==> config.mk <==
export PLATFORM = sky130hd
export DESIGN_NAME = abnormality_event_logger
export DESIGN_NICKNAME = d
export VERILOG_FILES = /design/src/rtl/abnormality_event_logger_pkg.sv /design/src/rtl/abnormality_event_logger_fifo.sv /design/src/rtl/abnormality_event_logger.sv
export SDC_FILE = /design/constraint.sdc
export NUM_CORES = 1
export LEC_CHECK = 0
export CORE_ASPECT_RATIO = 1.75
export CORE_MARGIN = 1
export CORE_UTILIZATION = 55
export CTS_CLUSTER_SIZE = 14
export DETAILED_ROUTE_END_ITERATION = 6
export PLACE_DENSITY = 0.83
export SLEW_MARGIN = 20
export SYNTH_ARGS = -nofsm -noshare
export SYNTH_HDL_FRONTEND = slang
export SYNTH_HIERARCHICAL = 1
export SYNTH_SLANG_ARGS = --single-unit
==> constraint.sdc <==
create_clock -name clock -period 6.9 [get_ports clock]
set_clock_uncertainty 0.15 [all_clocks]
set_input_delay 1.38 -clock clock [delete_from_list [all_inputs] [get_ports clock]]
set_output_delay 1.38 -clock clock [all_outputs]
set_load 0.005 [all_outputs]
==> src/rtl/abnormality_event_logger_pkg.sv <==
// Shared healthcare definitions: source bit positions, event record layout
// and severity width used by the abnormality event logger.
package abnormality_event_logger_pkg;

    typedef enum logic [2:0] {
        SRC_NERVOUS     = 3'd0,
        SRC_TEMPERATURE = 3'd1,
        SRC_FALL        = 3'd2,
        SRC_BLOOD       = 3'd3,
        SRC_PRESSURE    = 3'd4,
        SRC_RESERVED    = 3'd5
    } src_idx_e;

    localparam int unsigned VEC_W   = 6;
    localparam int unsigned NUM_SRC = 5;
    localparam int unsigned SEV_W   = 3;

    // Record layout, LSB first: rise mask, severity, then timestamp on top.
    localparam int unsigned REC_MASK_LSB = 0;
    localparam int unsigned REC_MASK_W   = NUM_SRC;
    localparam int unsigned REC_SEV_LSB  = REC_MASK_LSB + REC_MASK_W;
    localparam int unsigned REC_TS_LSB   = REC_SEV_LSB + SEV_W;

    localparam int unsigned DROP_W = 8;

endpackage

==> src/rtl/abnormality_event_logger_fifo.sv <==
// event_fifo: synchronous first-in first-out record store with occupancy
// count; a push while full is accepted only when a pop happens on the same edge.
module event_fifo #(
    parameter int unsigned DEPTH = 8,
    parameter int unsigned WIDTH = 24
) (
    input  logic                     clk,
    input  logic                     rst,
    input  logic                     push,
    input  logic                     pop,
    input  logic [WIDTH-1:0]         wdata,
    output logic [WIDTH-1:0]         rdata,
    output logic                     full,
    output logic                     empty,
    output logic [$clog2(DEPTH):0]   count
);

    localparam int unsigned AW    = $clog2(DEPTH);
    localparam int unsigned CNT_W = AW + 1;
    localparam logic [CNT_W-1:0] DEPTH_C = CNT_W'(DEPTH);

    logic [WIDTH-1:0] mem_q [DEPTH];
    logic [WIDTH-1:0] mem_d [DEPTH];
    logic [AW-1:0]    wr_ptr_q, wr_ptr_d;
    logic [AW-1:0]    rd_ptr_q, rd_ptr_d;
    logic [CNT_W-1:0] count_q, count_d;
    logic             push_fire;
    logic             pop_fire;

    always_comb begin
        empty     = (count_q == '0);
        full      = (count_q == DEPTH_C);
        pop_fire  = pop & ~empty;
        // A pop frees the slot the incoming record needs when full.
        push_fire = push & (~full | pop_fire);

        mem_d = mem_q;
        if (push_fire) begin
            mem_d[wr_ptr_q] = wdata;
        end

        wr_ptr_d = wr_ptr_q + AW'(push_fire);
        rd_ptr_d = rd_ptr_q + AW'(pop_fire);
        count_d  = count_q + CNT_W'(push_fire) - CNT_W'(pop_fire);
    end

    always_ff @(posedge clk or posedge rst) begin
        if (rst) begin
            for (int unsigned i = 0; i < DEPTH; i++) begin
                mem_q[i] <= '0;
            end
            wr_ptr_q <= '0;
            rd_ptr_q <= '0;
            count_q  <= '0;
        end else begin
            mem_q    <= mem_d;
            wr_ptr_q <= wr_ptr_d;
            rd_ptr_q <= rd_ptr_d;
            count_q  <= count_d;
        end
    end

    assign rdata = mem_q[rd_ptr_q];
    assign count = count_q;

endmodule

==> src/rtl/abnormality_event_logger.sv <==
// Debounces per-source abnormality flags, turns debounced rises into
// timestamped records and buffers them for a valid/ready consumer.
module abnormality_event_logger
    import abnormality_event_logger_pkg::*;
#(
    parameter int unsigned DEBOUNCE_CYCLES = 2,
    parameter int unsigned FIFO_DEPTH      = 8,
    parameter int unsigned TS_WIDTH        = 16
) (
    input  logic                             clock,
    input  logic                             reset,
    input  logic [VEC_W-1:0]                 abnormality_vector,
    input  logic [SEV_W-1:0]                 abnormality_warning,
    input  logic                             event_ready,
    input  logic                             clear_overflow,
    output logic                             event_valid,
    output logic [TS_WIDTH+REC_TS_LSB-1:0]   event_data,
    output logic [$clog2(FIFO_DEPTH):0]      event_count,
    output logic                             overflow,
    output logic [DROP_W-1:0]                drop_count
);

    localparam int unsigned REC_W = TS_WIDTH + REC_TS_LSB;
    localparam logic [3:0]  DEB_N = 4'(DEBOUNCE_CYCLES);

    logic [NUM_SRC-1:0][3:0] run_q, run_d;
    logic [NUM_SRC-1:0]      deb_q, deb_d;
    logic [NUM_SRC-1:0]      rise_mask;
    logic [TS_WIDTH-1:0]     ts_q, ts_d;
    logic                    pend_valid_q, pend_valid_d;
    logic [REC_W-1:0]        pend_rec_q, pend_rec_d;
    logic                    overflow_q, overflow_d;
    logic [DROP_W-1:0]       drop_count_q, drop_count_d;
    logic                    fifo_full;
    logic                    fifo_empty;
    logic                    drop;
    logic                    unused_reserved_bit;

    assign unused_reserved_bit = abnormality_vector[SRC_RESERVED];

    // Run counter saturates at the threshold, so "debounced" is simply run == N.
    always_comb begin
        for (int unsigned i = 0; i < NUM_SRC; i++) begin
            run_d[i] = '0;
            if (abnormality_vector[i]) begin
                run_d[i] = (run_q[i] < DEB_N) ? run_q[i] + 4'd1 : run_q[i];
            end
            deb_d[i] = (run_d[i] == DEB_N);
        end
        rise_mask = deb_d & ~deb_q;
    end

    always_comb begin
        ts_d         = ts_q + TS_WIDTH'(1);
        pend_valid_d = |rise_mask;
        pend_rec_d   = {ts_q, abnormality_warning, rise_mask};
    end

    // A full FIFO only refuses the pending record when nothing leaves this edge.
    always_comb begin
        drop         = pend_valid_q & fifo_full & ~event_ready;
        overflow_d   = overflow_q;
        drop_count_d = drop_count_q;
        if (drop) begin
            overflow_d = 1'b1;
            if (clear_overflow) begin
                drop_count_d = DROP_W'(1);
            end else if (drop_count_q != '1) begin
                drop_count_d = drop_count_q + DROP_W'(1);
            end
        end else if (clear_overflow) begin
            overflow_d   = 1'b0;
            drop_count_d = '0;
        end
    end

    always_ff @(posedge clock or posedge reset) begin
        if (reset) begin
            run_q        <= '0;
            deb_q        <= '0;
            ts_q         <= '0;
            pend_valid_q <= 1'b0;
            pend_rec_q   <= '0;
            overflow_q   <= 1'b0;
            drop_count_q <= '0;
        end else begin
            run_q        <= run_d;
            deb_q        <= deb_d;
            ts_q         <= ts_d;
            pend_valid_q <= pend_valid_d;
            pend_rec_q   <= pend_rec_d;
            overflow_q   <= overflow_d;
            drop_count_q <= drop_count_d;
        end
    end

    event_fifo #(
        .DEPTH (FIFO_DEPTH),
        .WIDTH (REC_W)
    ) u_event_fifo (
        .clk   (clock),
        .rst   (reset),
        .push  (pend_valid_q),
        .pop   (event_ready),
        .wdata (pend_rec_q),
        .rdata (event_data),
        .full  (fifo_full),
        .empty (fifo_empty),
        .count (event_count)
    );

    assign event_valid = ~fifo_empty;
    assign overflow    = overflow_q;
    assign drop_count  = drop_count_q;

endmodule
==> flow_summary.toml <==
[critical_path]
cp_cell_sequence = "buf_4, mux4_2, mux2_2, clkdlybuf4s50_1"
critPathRequiredTime_ns = 5.37
path_max_fanout = 27
critPathLaunchType = "flip-flop"
path_class = "flip-flop to output pin"
max_stage_delay_ns = 0.86
path_delay_family = "buffers and inverters"
cp_slowest_cell = "dfrtp_2"
critical_path.endpoint_type = "output pin"
worst_ep_arrival_time_ns = 3.33
critPathBufInv = 2

[yosys]
synthMuxAreaShare_pct = 29.4
yosysSeqAreaShare_pct = 56.3
syn_nets = 822
synthAdderAreaFrac_pct = 1.89
synth_top_family_by_area = "multiplexers"
ys.flop_type = "dfrtp_1"
syn_avg_cell_area_um2 = 15.6
syn_inst = 791
synth-compound-area-share_pct = 2.24
synth_edf_count = 0
synth.distinct_cells = 58
synth_area_mm2 = 0.0123
async_reset_ff_share_pct = 100
yosys.area_share.simple_pct = 5.66
synth_warnings = 6
yosys_register_bits = 277
synth-xor-area-share_pct = 1.71

[timing]
slew_headroom_pct = 35.4
finalHoldViolations = 0
drv_slew = 0
fin_crit_ns = 4.86
grt_setup_unrepaired = "no"
period_share_pct = 70.4
fmax_ghz = 0.206
setup_tns_ns = 0
setup_viol = 0
worst_pin_slew_ns = 0.969

[global_route]
grt_max_degree = 196
grt_use_total_pct = 22.1
grt_first_pass_wirelength_um = 39000
first_global_vias = 7332
overflow = 0
antenna_found_initial = 0

[final_layout]
area_growth_pct = 12.3
diodes = 0
nets = 876
finalInstanceArea_mm2 = 0.0138
final_cell_mix = "dfrtp_1, mux2_2, clkdlybuf4s50_1, mux4_2, clkbuf_16"
final_common_cell = "dfrtp_1"
drive_gt1_share_pct = 38.3

[clock_tree]
post-cts-setup-buffer-count = 0
root_buffer = "clkbuf_16"
cts_hold_buf = 0
clk_latency_ns = 0.52
htreeDepth = 1
path_clk_slew_ns = 0.06
cts_tree = "done"
cts.sinks = 277
numCtsBuffers = 25
cts_buffer_depth = 3
cts_resized = 0

[place]
numPortBuffers = 49
hpwl_um = 14000
placed_area_mm2 = 0.0130
globalplace.congestion = 0.771

[job]
maxCapViolCount = 0

[routing]
drt-pass1-iter-count = 5
drtIter0Drc = 301
routed_wirelength_um = 23400
vias = 6661
viasPerCell = 5.76
post-route-drc-count = 0
wire_per_inst_um = 20.2
drtAntennaViolNets = 0

[power_and_ir_drop]
ir_drop_uv = 234
p_per_area_mw_per_mm2 = 391
power.leakage_nw = 6.39

[die]
ios = 51
die_w_um = 115
initial_utilization_pct = 55.8
coreArea_mm2 = 0.0221
die_h_um = 200
die_area_mm2 = 0.0230
rows = 72

[status]
status = "complete, no violations"

[min_path]
hold_path_class = "flip-flop to flip-flop"
-- metrics by stage --
stage	hold WS (ns)	instances	worst slack [ns]	utilization [%]	total power [mW]
after floorplan	0.223	791	2.75	-	3.60
after global placement	0.230	1113	2.53	59.1	4.05
after detailed placement	0.244	1113	2.51	59.1	4.14
after CTS	0.255	1156	1.94	62.5	5.47
after global routing	0.263	1157	1.80	62.6	5.71
final	0.253	1157	2.04	62.6	5.41
-- flip-flops by register name, indices dropped and copies added, names as in the netlist --
register	flops
deb_q	5
drop_count	8
overflow	1
pend_rec_q	24
pend_valid_q	1
run_q	20
ts_q	16
u_event_fifo/count	4
u_event_fifo/mem_q	192
u_event_fifo/rd_ptr_q	3
u_event_fifo/wr_ptr_q	3
-- cell families (layout without fill, tap and decap cells) --
group                    count (synthesis)  after routing
AO/OA/AOI/OAI                           35             35
XOR/XNOR                                24             24
adder cells (fa/ha/maj)                 18             18
buffers and inverters                   54            124
flip-flops                             277            277
multiplexers                           267            267
AND/OR/NAND/NOR                        116            116
-- cell usage after synthesis (3+ instances only) --
library cell	number	area, µm²
a211oi_2	3	37.5
a21oi_1	11	55.1
a31oi_1	3	18.8
and2_1	14	87.6
and3_1	5	31.3
buf_2	9	45.0
buf_4	12	90.1
buf_6	7	78.8
clkbuf_1	6	22.5
dfrtp_1	277	6930
ha_1	17	213
inv_1	17	63.8
mux2_2	196	2210
mux2_4	20	300
mux4_2	48	1080
nand2_1	13	48.8
nand2b_1	3	18.8
nand3_1	10	50.1
nand3b_1	3	22.5
nand4_1	3	18.8
nor2_1	23	86.3
nor2b_1	14	87.6
nor3_1	8	40.0
nor3b_1	3	22.5
o21ai_0	3	15.0
xnor2_1	9	78.8
xor2_1	15	131
-- final timing paths --
kind,from,endpoint,slack (ns),cells after the start
max,u_event_fifo/rd_ptr_q[0]$_DFF_PP0_,event_data[14],2.04,4
min,ts_q[15]$_DFF_PP0_,pend_rec_q[23]$_DFF_PP0_,0.25,0
max reg2reg,u_event_fifo/count[2]$_DFF_PP0_,u_event_fifo/count[3]$_DFF_PP0_,4.22,12
min reg2reg,ts_q[15]$_DFF_PP0_,pend_rec_q[23]$_DFF_PP0_,0.25,0
max in group asynchronous,reset,u_event_fifo/mem_q[87]$_DFFE_PP0P_,4.16,4
min in group asynchronous,reset,pend_rec_q[6]$_DFF_PP0_,1.02,2
-- report_power, final --
group,switching (mW),leakage (nW),internal [mW]
registers,0.366,3.63,2.02
logic,0.656,2.40,1.05
clock network,0.576,0.365,0.739
-- layer usage --
layer	wire length, µm	vias to the layer above	global-route usage (%)
met5	0	-	0
met4	621	0	7.07
met3	677	45	2.14
met2	12600	106	39.4
met1	9540	3536	28.2
li1	-	2974	-
-- cell type report --
type	instances	area (µm²)
Multi-Input combinational cell	460	5060
Inverter	18	75.1
Fill cell	1579	8250
Timing Repair Buffer	63	628
Clock inverter	4	47.5
Clock buffer	39	708
Tap cell	296	370
Sequential cell	277	6940
Note: power is estimated with default switching activity, not from simulation.
